## config.mk

```make
export PLATFORM = sky130hd
export DESIGN_NAME = inst_fetch_aligner_flat
export DESIGN_NICKNAME = d
export VERILOG_FILES = /design/src/rtl/inst_fetch_aligner_if.sv /design/src/rtl/inst_fetch_aligner.sv /design/src/flat_wrapper.sv
export SDC_FILE = /design/constraint.sdc
export NUM_CORES = 1
export LEC_CHECK = 0
export CAP_MARGIN = 20
export CORE_MARGIN = 5
export CORE_UTILIZATION = 52
export CTS_BUF_LIST = sky130_fd_sc_hd__clkbuf_4 sky130_fd_sc_hd__clkbuf_8
export DETAILED_ROUTE_END_ITERATION = 10
export PLACE_DENSITY_LB_ADDON = 0.12
export SLEW_MARGIN = 20
export SYNTH_ARGS = -nofsm -noshare
export SYNTH_HDL_FRONTEND = slang
export SYNTH_SLANG_ARGS = --single-unit
```

## constraint.sdc

```tcl
create_clock -name clk -period 2.4 [get_ports clk]
set_clock_uncertainty 0.15 [all_clocks]
set_input_delay 0.48 -clock clk [delete_from_list [all_inputs] [get_ports clk]]
set_output_delay 0.48 -clock clk [all_outputs]
set_load 0.01 [all_outputs]
```

## src/rtl/inst_fetch_aligner_if.sv

```systemverilog
`default_nettype none
// ============================================================================
// Module   : inst_fetch_aligner_if
// Purpose  : Bus bundle around the instruction fetch aligner. It carries the
//            instruction-memory read port, the redirect request and the
//            decode-facing valid/ready output stage.
// Modports : master - the fetch aligner (drives imem_addr and out_*)
//            slave  - the environment (memory, branch unit, decode)
// Revision : 1.0 - initial release
// ============================================================================
interface inst_fetch_aligner_if #(
  parameter int ADDR_W = 6
);
  logic [ADDR_W-1:0] imem_addr;
  logic [31:0]       imem_data;
  logic              redirect_valid;
  logic [31:0]       redirect_pc;
  logic              out_valid;
  logic              out_ready;
  logic [31:0]       out_inst;
  logic [31:0]       out_pc;
  logic              out_compressed;

  modport master (
    output imem_addr,
    input  imem_data,
    input  redirect_valid,
    input  redirect_pc,
    output out_valid,
    input  out_ready,
    output out_inst,
    output out_pc,
    output out_compressed
  );

  modport slave (
    input  imem_addr,
    output imem_data,
    output redirect_valid,
    output redirect_pc,
    input  out_valid,
    output out_ready,
    input  out_inst,
    input  out_pc,
    input  out_compressed
  );
endinterface
`default_nettype wire

```

## src/rtl/inst_fetch_aligner.sv

```systemverilog
`default_nettype none
// ============================================================================
// Module   : inst_fetch_aligner
// Purpose  : RV32IC fetch front end. Reads one 32-bit word per cycle from a
//            combinational-read instruction memory, splits/reassembles 16-bit
//            halfwords into whole RV32I or RVC instructions and presents them
//            to decode through a registered valid/ready stage. RVC
//            instructions are passed through unexpanded as {16'h0, half}.
// Ports    : clk  - rising-edge clock
//            rst  - synchronous active-high reset
//            bus  - inst_fetch_aligner_if.master (imem read port, redirect,
//                   decode output stage)
// Revision : 1.0 - initial release
// ============================================================================
module inst_fetch_aligner #(
  parameter int          ADDR_W   = 6,
  parameter logic [31:0] RESET_PC = 32'h0
) (
  input  logic                 clk,
  input  logic                 rst,
  inst_fetch_aligner_if.master bus
);

  logic [31:0]       r_pc;
  logic [ADDR_W-1:0] r_fetch_word;
  logic              r_spill_valid;
  logic [15:0]       r_spill_half;
  logic              r_out_valid;
  logic [31:0]       r_out_inst;
  logic [31:0]       r_out_pc;
  logic              r_out_compressed;

  logic        w_advance;
  logic [15:0] w_lo;
  logic [15:0] w_hi;
  logic        w_lo_rvc;
  logic        w_hi_rvc;
  logic        w_spill_rvc;
  logic        w_unused;

  // Output stage may load a new instruction when empty or being drained.
  assign w_advance   = !r_out_valid || bus.out_ready;
  assign w_lo        = bus.imem_data[15:0];
  assign w_hi        = bus.imem_data[31:16];
  assign w_lo_rvc    = (w_lo[1:0] != 2'b11);
  assign w_hi_rvc    = (w_hi[1:0] != 2'b11);
  assign w_spill_rvc = (r_spill_half[1:0] != 2'b11);

  // PC bit 0 is forced to zero on redirect, so the incoming bit is dropped.
  assign w_unused = bus.redirect_pc[0];

  always_ff @(posedge clk) begin
    if (rst) begin
      r_pc             <= RESET_PC;
      r_fetch_word     <= RESET_PC[ADDR_W+1:2];
      r_spill_valid    <= 1'b0;
      r_spill_half     <= 16'h0;
      r_out_valid      <= 1'b0;
      r_out_inst       <= 32'h0;
      r_out_pc         <= 32'h0;
      r_out_compressed <= 1'b0;
    end else if (bus.redirect_valid) begin
      // Any pending output was either taken this edge or is now stale.
      r_pc          <= {bus.redirect_pc[31:1], 1'b0};
      r_fetch_word  <= bus.redirect_pc[ADDR_W+1:2];
      r_spill_valid <= 1'b0;
      r_out_valid   <= 1'b0;
    end else if (w_advance) begin
      if (r_spill_valid) begin
        // Held upper half is the start of the next instruction.
        r_out_valid <= 1'b1;
        r_out_pc    <= r_pc;
        if (w_spill_rvc) begin
          // Word at imem_addr is not consumed; it is read again next cycle.
          r_out_inst       <= {16'h0, r_spill_half};
          r_out_compressed <= 1'b1;
          r_pc             <= r_pc + 32'd2;
          r_spill_valid    <= 1'b0;
        end else begin
          r_out_inst       <= {w_lo, r_spill_half};
          r_out_compressed <= 1'b0;
          r_pc             <= r_pc + 32'd4;
          r_spill_half     <= w_hi;
          r_fetch_word     <= r_fetch_word + 1'b1;
        end
      end else if (!r_pc[1]) begin
        // Word-aligned start.
        r_out_valid  <= 1'b1;
        r_out_pc     <= r_pc;
        r_fetch_word <= r_fetch_word + 1'b1;
        if (w_lo_rvc) begin
          r_out_inst       <= {16'h0, w_lo};
          r_out_compressed <= 1'b1;
          r_pc             <= r_pc + 32'd2;
          r_spill_valid    <= 1'b1;
          r_spill_half     <= w_hi;
        end else begin
          r_out_inst       <= bus.imem_data;
          r_out_compressed <= 1'b0;
          r_pc             <= r_pc + 32'd4;
        end
      end else begin
        // Halfword-aligned start with no spill: only reachable after a
        // redirect to an odd-halfword target.
        r_fetch_word <= r_fetch_word + 1'b1;
        if (w_hi_rvc) begin
          r_out_valid      <= 1'b1;
          r_out_pc         <= r_pc;
          r_out_inst       <= {16'h0, w_hi};
          r_out_compressed <= 1'b1;
          r_pc             <= r_pc + 32'd2;
        end else begin
          // First half of a straddling 32-bit instruction: one bubble while
          // the second half is fetched.
          r_out_valid   <= 1'b0;
          r_spill_valid <= 1'b1;
          r_spill_half  <= w_hi;
        end
      end
    end
  end

  assign bus.imem_addr      = r_fetch_word;
  assign bus.out_valid      = r_out_valid;
  assign bus.out_inst       = r_out_inst;
  assign bus.out_pc         = r_out_pc;
  assign bus.out_compressed = r_out_compressed;

endmodule
`default_nettype wire

```

## src/flat_wrapper.sv

```systemverilog
// flat-port wrapper written by rule: the top's interface ports become plain ports
module inst_fetch_aligner_flat 
#(
  parameter int          ADDR_W   = 6,
  parameter logic [31:0] RESET_PC = 32'h0
)
  (clk, rst, bus_imem_addr, bus_imem_data, bus_redirect_valid, bus_redirect_pc, bus_out_valid, bus_out_ready, bus_out_inst, bus_out_pc, bus_out_compressed);
  inst_fetch_aligner_if #(.ADDR_W(ADDR_W)) bus_i ();
  input  logic clk;
  input  logic rst;
  output wire logic [$bits(bus_i.imem_addr)-1:0] bus_imem_addr;
  input wire logic [$bits(bus_i.imem_data)-1:0] bus_imem_data;
  input wire logic [$bits(bus_i.redirect_valid)-1:0] bus_redirect_valid;
  input wire logic [$bits(bus_i.redirect_pc)-1:0] bus_redirect_pc;
  output wire logic [$bits(bus_i.out_valid)-1:0] bus_out_valid;
  input wire logic [$bits(bus_i.out_ready)-1:0] bus_out_ready;
  output wire logic [$bits(bus_i.out_inst)-1:0] bus_out_inst;
  output wire logic [$bits(bus_i.out_pc)-1:0] bus_out_pc;
  output wire logic [$bits(bus_i.out_compressed)-1:0] bus_out_compressed;
  assign bus_imem_addr = bus_i.imem_addr;
  assign bus_i.imem_data = bus_imem_data;
  assign bus_i.redirect_valid = bus_redirect_valid;
  assign bus_i.redirect_pc = bus_redirect_pc;
  assign bus_out_valid = bus_i.out_valid;
  assign bus_i.out_ready = bus_out_ready;
  assign bus_out_inst = bus_i.out_inst;
  assign bus_out_pc = bus_i.out_pc;
  assign bus_out_compressed = bus_i.out_compressed;
  inst_fetch_aligner #(.ADDR_W(ADDR_W), .RESET_PC(RESET_PC)) u_core (.clk(clk), .rst(rst), .bus(bus_i));
endmodule
```

; ---- Word-level counts from Yosys, hierarchy flattened
; Cells that the tools add are included.
[word_totals]
regBits = 121
word_cells = 68
inputBits = 68
out_inout_bits = 72
[op_classes]
n_bitwise = 1
addsub = 3
n_mux = 36
reduce_logical = 10
eq_ne = 8
[op_table]
columns = operator, n
row1 = two-way mux 32 bit, 15
row2 = two-way mux 16 bit, 5
row3 = "adder 32 x 2 -> 32 bit, second input constant", 1
row4 = "adder 32 x 3 -> 32 bit, second input constant", 1
row5 = two-way mux 6 bit, 4
row6 = two-way mux 1 bit, 12
row7 = "!= test 3 bit, second input constant", 3
row8 = "!= test 2 bit, second input constant", 4
row9 = "adder 6 x 1 -> 6 bit, second input constant", 1
row10 = AND reduction 2 bit, 3
row11 = AND reduction 5 bit, 1
row12 = "!= test 4 bit, second input constant", 1
row13 = AND reduction 3 bit, 1
row14 = nonzero test 3 bit, 1
row15 = nonzero test 2 bit, 1
row16 = OR reduction 2 bit, 1
row17 = zero test 1 bit, 1
row18 = logical OR 1 bit, 1
row19 = NOT 1 bit, 1

; ---- Depth between registers and ports, before layout
; Gate-level depths: netlist of run 1.
[depth]
word_depth = 6
ltp_mapped = 8
depth_no_buf = 6

; ---- Worst setup path before layout of run 1
; No wires, ideal clock.
[synth_path]
kind = in2reg
from = in bus_imem_data[17]
to = reg u_core.r_pc[23]
path_buffers = 1
arrival_ns = 1.757
slack_ns = 0.371
t_required_ns = 2.128
path_stages = 6
setup_time_ns = 0.122
path_cell_list = clkbuf_1 > nand3_1 > a31oi_2 > o22ai_1 > and4_1 > a221o_1
[synth_via]
elab_chain_cells = 3
[synth_rtl]
columns = item, line
row1 = start: declaration, flat_wrapper.sv:12  ; input wire logic [$bits(bus_i.imem_data)-1:0] bus_imem_data;
row2 = != test 2 bit, inst_fetch_aligner.sv:46  ; assign w_hi_rvc = (w_hi[1:0] != 2'b11);
row3 = != test 4 bit (no line), -
row4 = AND reduction 2 bit (no line), -
row5 = end signal: assignment, inst_fetch_aligner.sv:64  ; r_pc <= {bus.redirect_pc[31:1], 1'b0};
row6 = end signal: assignment, inst_fetch_aligner.sv:77  ; r_pc <= r_pc + 32'd2;
row7 = end signal: assignment, inst_fetch_aligner.sv:82  ; r_pc <= r_pc + 32'd4;
row8 = end: declaration, inst_fetch_aligner.sv:24  ; logic [31:0] r_pc;
; Every way passes these cells.
; A chain may end at the register's enable or synchronous reset.

; ---- Worst setup path in the final report of run 1
[layout_path]
from = in bus_imem_data[1]
to = reg u_core.r_pc[19]
[layout_via]
elab_chain_cells = 6
[layout_rtl]
columns = item, line
row1 = != test 2 bit, inst_fetch_aligner.sv:45  ; assign w_lo_rvc = (w_lo[1:0] != 2'b11);
row2 = two-way mux 32 bit, inst_fetch_aligner.sv:91  ; if (w_lo_rvc) begin
row3 = two-way mux 32 bit, inst_fetch_aligner.sv:86  ; end else if (!r_pc[1]) begin
row4 = two-way mux 32 bit, inst_fetch_aligner.sv:69  ; if (r_spill_valid) begin
row5 = two-way mux 32 bit, inst_fetch_aligner.sv:68  ; end else if (w_advance) begin
row6 = two-way mux 32 bit, inst_fetch_aligner.sv:62  ; end else if (bus.redirect_valid) begin
row7 = end signal: assignment, inst_fetch_aligner.sv:64
row8 = end signal: assignment, inst_fetch_aligner.sv:77
row9 = end signal: assignment, inst_fetch_aligner.sv:94  ; r_pc <= r_pc + 32'd2;
; Every way passes these cells. The select of a mux whose other input is x is not followed.

==> flow_summary_export.csv, run 1 <==
group,metric,value,unit
run_status,status,"finished, final reports clean",
layout,fillers,906,
clock_network,cts_inserted_buffers,17,
worst_setup_path,cp_max_fo,8,
timing,drv_slew,0,
worst_setup_path,critPathLaunchType,"input port",
placed_design,placed_area,8069,um2
detailed_routing,drtIter0Drc,569,
worst_setup_path,worst_setup_path_end_kind,"flip-flop",
placed_design,gp_congestion,0.9881,
layout,multi_input_area,3395,um2
synth,synth_area_leaders,"dfxtp_1 (39%), nand2_1 (9.1%), a21oi_1 (6.7%)",
synth,synth_area_leader_cell,"dfxtp_1",
detailed_routing,dr.pass1.iters,6,
detailed_routing,vias,6744,
die,coreArea,11520,um2
synth,syn_area,6136,um2
worst_setup_path,crit_type,"in -> reg",
timing,worstMarginPinSlew,0.5734,ns
pwr,vdd_ir_drop_max,439.4,uV
grt,grt-ovfl-total,0,
clock_network,cts_root_buf,"clkbuf_8",
synth,yosysSeqAreaShare,39.48,%
worst_setup_path,crit_chain,"clkdlybuf4s50_1 -> and4bb_1 -> o21ai_2 -> o22ai_1 -> or3b_1 -> a31oi_1",
die,initial_core_util,53.28,%
grt,grt_pass1_wl,33730,um
clock_network,clock_latency,0.45,ns
synth,synth.distinct_cells,80,
worst_setup_path,required,2.62,ns
clock_network,path_clk_slew,0.07,ns
detailed_routing,via_per_inst,6.103,
timing,hold_viol,0,
worst_hold_path,hold_class,"reg -> reg",
detailed_routing,drc,0,
pwr,powerDensity,595.5,nW/um2
detailed_routing,ant_nets,0,
grt,antenna_found_initial,0,
clock_network,postCtsHoldBufs,0,
detailed_routing,post_drt_wl_per_cell,18.99,um
synth,synth_top_area_share,39.48,%
layout,final_nets,1020,
layout,final_area,8453,um2
grt,grt_pass1_vias,6717,
die,io_pins,140,
synth,syn_inst,775,
timing,period_share,92.76,%
timing,max-slew-margin-rel,61.48,%
synth,synth_edf_count,0,
grt,grt_usage,29.46,%
timing,setup_violations,0,
detailed_routing,drt_wl_total,20980,um
timing,max_freq,449.2,MHz
timing,fin_hold_ws,0.3014,ns
synth,yosysMostFrequentCell,"nand2_1",
grt,grt_max_degree,42,
clock_network,clock_sinks,121,
synth,synth_seq_cells,121,
layout,layout-drive-gt1-share,14.86,%
worst_setup_path,worstPathArrival,2.44,ns
clock_network,ctsResizeCount,0,
layout,diodes,0,
synth,synthesis.nets,846,
timing,finalCriticalPeriod,2.226,ns
clock_network,cts.htree.levels,4,
die,fp.dieW,118.6,um
clock_network,cts_tree,"yes",
die,dieArea,14070,um2
synth,ys_warn_count,0,
timing,rsz0062_at_grt,"false",
run,maxCapViolations,0,
die,row_count,39,
clock_network,postCtsSetupBuffers,0,
clock_network,cts.path.max_buffers,2,
placed_design,io_buffers,138,
placed_design,dpl.hpwl,15330,um
synth,synth.avg_cell_area,7.917,um2
synth,synth_ff_type,"dfxtp_1",
layout,areaGrowthSynthToFinish,37.77,%
worst_setup_path,slowest_stage,"clkdlybuf4s50_1",
pwr,power_leakage,3.102,nW
die,die-height,118.6,um
worst_setup_path,critPathMaxStageDelay,0.56,ns
synth,postSynth.asyncResetShare,0,%
pwr,p_total,0.005034,W
layout,seq_area,2424,um2
synth,synthTopCellsByCount,"nand2_1 (149), dfxtp_1 (121), a21oi_1 (82), nor2_1 (44), nand3_1 (33)",
-- final cells by class --
class,count,area share (%)
repair buffers,219,23.95
multi-input cells,575,40.16
flip-flops and latches,121,28.67
inverters,15,0.6661
clock buffers,19,3.020
clock inverters,13,1.421
well taps,143,2.117
-- per-stage QoR --
stage,setup TNS [ns],util (%),cells,setup WS [ns]
floorplan,0,-,775,0.3712
finish,0,73.40,1105,0.1737
CTS,0,73.33,1105,0.1003
global route,0,73.40,1105,0.004926
global placement,-2.600,70.07,1073,-0.1966
detailed placement,-6.487,70.07,1073,-0.2858
-- path summary, 6_finish.rpt --
| kind | start | endpoint | slack (ns) | depth (start not counted) |
|---|---|---|---|---|
| setup / recovery | bus_imem_data[1] | u_core.r_pc[19]$_SDFFE_PP0P_ | 0.17 | 6 |
| hold / removal | u_core.bus.out_pc[25]$_SDFFE_PP0P_ | u_core.bus.out_pc[25]$_SDFFE_PP0P_ | 0.30 | 2 |
| setup reg to reg | u_core.r_spill_valid$_SDFFE_PP0N_ | u_core.r_pc[11]$_SDFFE_PP0P_ | 0.18 | 5 |
| hold reg to reg | u_core.bus.out_pc[25]$_SDFFE_PP0P_ | u_core.bus.out_pc[25]$_SDFFE_PP0P_ | 0.30 | 2 |
-- layer usage --
metal / GRT usage, % / part of all wire (%)
met1: 33.95 / 39
met2: 48.49 / 48
met3: 8.453 / 8.7
met4: 17.74 / 4.4
met5: 0 / 0
-- critical path, delay by kind of cell --
kind / cells / cell delay (ns)
AO/OA/AOI/OAI: 3 / 0.66
buffers and inverters: 1 / 0.56
AND/OR/NAND/NOR: 2 / 0.75
-- logic make-up after synthesis --
family / share of synthesized area, %
buf+inv: 5.506
flops: 39.48
compound gates: 22.17
fa+ha+maj: 0.6118
simple gates: 27.49
xor+xnor: 1.285
mux: 3.466
-- power by group --
part           internal (W)  leakage, nW  switching [W]  total, W
clock              0.000858        0.174       0.000871   0.00173
combinational      0.000509         1.93       0.000532   0.00104
sequential          0.00213        0.994       0.000130   0.00226
-- layout by cell type, fill, tap and decap left out, types with 6 or more instances in the layout --
master           synthesis  layout
a31oi_1                 16      16
o211ai_1                19      19
dfxtp_1                121     120
nor3_1                  27      27
clkbuf_8                 0      18
and4_1                   6       6
nor2_1                  44      44
nand2_1                149     149
buf_4                    3      79
clkinvlp_4               0       6
a221oi_1                16      16
a211oi_1                 6       6
nand3_1                 33      32
inv_1                   13      13
clkdlybuf4s50_1          0     137
a21boi_0                 7       7
a311oi_1                 7       7
a21oi_1                 82      82
and3_1                  10      10
mux2i_1                 19      19
nand4_1                 20      20
xor2_1                   7       7
-- registers in the layout (all words and copies together) (netlist names), named ones only --
signal,cells
u_core.r_spill_valid,1
u_core.r_pc,31
u_core.bus.imem_addr,6
u_core.bus.out_inst,32
u_core.bus.out_valid,1
u_core.bus.out_compressed,1
u_core.r_spill_half,16
u_core.bus.out_pc,32
(Power assumes the default switching activity.)
==> run 2: changes to the inputs <==
--- a/config.mk
+++ b/config.mk
@@ -7,10 +7,11 @@
 export LEC_CHECK = 0
 export CAP_MARGIN = 20
 export CORE_MARGIN = 5
-export CORE_UTILIZATION = 52
+export CORE_UTILIZATION = 47
 export CTS_BUF_LIST = sky130_fd_sc_hd__clkbuf_4 sky130_fd_sc_hd__clkbuf_8
 export DETAILED_ROUTE_END_ITERATION = 10
 export PLACE_DENSITY_LB_ADDON = 0.12
+export RECOVER_POWER = 100
 export SLEW_MARGIN = 20
 export SYNTH_ARGS = -nofsm -noshare
 export SYNTH_HDL_FRONTEND = slang
==> constraint.sdc (replaced) <==
create_clock -name clk -period 1.9 [get_ports clk]
set_clock_uncertainty 0.15 [all_clocks]
set_input_delay 0.38 -clock clk [delete_from_list [all_inputs] [get_ports clk]]
set_output_delay 0.38 -clock clk [all_outputs]
set_load 0.01 [all_outputs]
==> flow_summary_export.csv, run 2 (synthesis gave the netlist of run 1 again) <==
group,metric,value,unit
worst_setup_path,r2r_start,"u_core.r_pc[1]$_SDFFE_PP0P_",
clock_network,clock_latency,0.45,ns
timing,finalCriticalPeriod,2.100,ns
grt,grt_usage,29.03,%
placed_design,placed_area,8732,um2
die,die-height,124.3,um
worst_setup_path,reg2reg_depth,8,
worst_setup_path,path_delay_family,"compound AO/OA/AOI/OAI gates",
grt,grt_pass1_wl,36710,um
worst_setup_path,critPathLaunchType,"flip-flop",
timing,max_freq,476.2,MHz
clock_network,cts.path.max_buffers,2,
timing,worstMarginPinSlew,0.4458,ns
run_status,violations,"setup timing",
clock_network,clock_sinks,121,
worst_hold_path,hold_class,"in -> reg",
worst_setup_path,slowest_stage,"dfxtp_4",
worst_setup_path,reg2reg_to,"u_core.r_pc[23]$_SDFFE_PP0P_",
worst_setup_path,critPathBufInv,3,
grt,grt_max_degree,71,
worst_setup_path,crit_type,"reg -> reg",
die,fp.dieW,124.3,um
pwr,swShare,32.52,%
layout,seq_area,2455,um2
run,maxCapViolations,0,
grt,grt_pass1_vias,7032,
pwr,p_comb_share,26.6,%
layout,fillers,837,
detailed_routing,via_per_inst,6.011,
die,coreArea,12720,um2
worst_setup_path,cp_max_fo,6,
grt,antenna_found_initial,0,
detailed_routing,vias,7364,
timing,fin_ws,-0.1998,ns
worst_setup_path,worstPathArrival,2.28,ns
timing,fin_hold_ws,0.02108,ns
pwr,intPower,0.004673,W
pwr,clockPowerShare,32.4,%
die,dieArea,15440,um2
die,initial_core_util,48.23,%
clock_network,cts_tree,"yes",
placed_design,gp_congestion,0.9942,
die,row_count,41,
die,io_pins,140,
pwr,sequentialPowerShare,41.0,%
placed_design,dpl.hpwl,17010,um
timing,max-slew-margin-rel,70.28,%
layout,layout_commonest_cell,"nand2_1",
timing,setup_violations,38,
detailed_routing,ant_nets,0,
pwr,powerDensity,674.2,nW/um2
layout,areaGrowthSynthToFinish,67.39,%
detailed_routing,drt_wl_total,25550,um
run_status,status,"complete, but fails checks",
grt,grt-ovfl-total,0,
pwr,vdd_ir_drop_max,690.0,uV
worst_setup_path,critPathMaxStageDelay,0.37,ns
pwr,power_leakage,4.024,nW
clock_network,cts.htree.levels,4,
layout,final_nets,1111,
worst_setup_path,r2r_slack,-0.20,ns
worst_hold_path,hold_depth,2,
clock_network,path_clk_slew,0.08,ns
worst_setup_path,worst_setup_path_end_kind,"flip-flop",
pwr,p_switching,0.002252,W
detailed_routing,post_drt_wl_per_cell,20.85,um
layout,layout-drive-gt1-share,33.52,%
layout,diodes,0,
timing,hold_viol,0,
worst_setup_path,cp_common_cell,"buf_6",
worst_hold_path,hold_start,"rst",
timing,rsz0062_at_grt,"true",
worst_setup_path,required,2.08,ns
layout,multi_input_area,4139,um2
detailed_routing,drtIter0Drc,643,
worst_setup_path,crit_chain,"buf_6 -> nand3b_1 -> a31oi_4 -> buf_12 -> buf_6 -> o22ai_4 -> and4_1 -> a221o_1",
worst_hold_path,min_to,"u_core.bus.out_pc[15]$_SDFFE_PP0P_",
detailed_routing,dr.pass1.iters,5,
detailed_routing,drc,0,
timing,period_share,110.5,%
timing,drv_slew,0,
clock_network,cts_root_buf,"clkbuf_8",
layout,final_area,10270,um2
layout,final_cell_mix,"nand2_1 (129), buf_4 (122), dfxtp_1 (105)",
clock_network,cts_inserted_buffers,17,
placed_design,io_buffers,138,
[run 2: what timing repair did]
action,4_1_cts,5_1_grt
pin swaps,32,67
hold buffers,0,0
gates cloned,2,3
resized for setup,79,188
buffers inserted,5,18
setup endpoints to repair,69,107
[run 2: stage by stage]
step	util [%]	cells	total power [W]	TNS (ns)	worst slack, ns
after floorplan	-	775	0.003524	0	0.02601
after global placement	68.64	1171	0.004338	-42.52	-0.6040
after detailed placement	68.64	1171	0.004371	-48.16	-0.6498
after CTS	74.04	1210	0.006666	-0.3117	-0.07469
after global routing	80.73	1225	0.007170	-5.568	-0.2471
final	80.73	1225	0.006924	-1.656	-0.1998
[run 2: worst max-delay path by stage]
stage	startpoint	to	slack [ns]	cells past startpoint
2_1_floorplan	u_core.r_pc[1]$_SDFFE_PP0P_	u_core.r_pc[11]$_SDFFE_PP0P_	0.03	7
3_3_place_gp	bus_imem_data[0]	u_core.r_pc[11]$_SDFFE_PP0P_	-0.60	8
3_5_place_dp	bus_imem_data[0]	u_core.r_pc[29]$_SDFFE_PP0P_	-0.65	7
4_1_cts	u_core.r_pc[1]$_SDFFE_PP0P_	u_core.r_pc[13]$_SDFFE_PP0P_	-0.07	6
5_1_grt	u_core.r_pc[1]$_SDFFE_PP0P_	u_core.r_pc[23]$_SDFFE_PP0P_	-0.25	8
6_report	u_core.r_pc[1]$_SDFFE_PP0P_	u_core.r_pc[23]$_SDFFE_PP0P_	-0.20	8
[run 2: power groups by stage]
stage | Clock [W] | Combinational [W] | Sequential (W)
floorplan | 0 | 0.000630 | 0.00289
global placement | 0 | 0.00147 | 0.00287
detailed placement | 0 | 0.00149 | 0.00288
CTS | 0.00226 | 0.00158 | 0.00282
global route | 0.00237 | 0.00195 | 0.00286
finish | 0.00224 | 0.00184 | 0.00284
[run 2: layout make-up]
type | instances | share of cell area [%]
Tap cell | 172 | 2.095
Multi-Input combinational cell | 575 | 40.30
Clock buffer | 17 | 2.278
Inverter | 15 | 0.5847
Clock inverter | 15 | 1.389
Timing Repair Buffer | 310 | 29.46
Sequential cell | 121 | 23.90
[run 2: layer usage]
layer  GRT usage (%)  part of all wire (%)  vias to the layer above
li1                -                     -                     3362
met1           34.04                    37                     3535
met2           50.10                    51                      387
met3           6.518                   7.4                       80
met4           13.73                   4.5                        0
met5               0                     0                        -
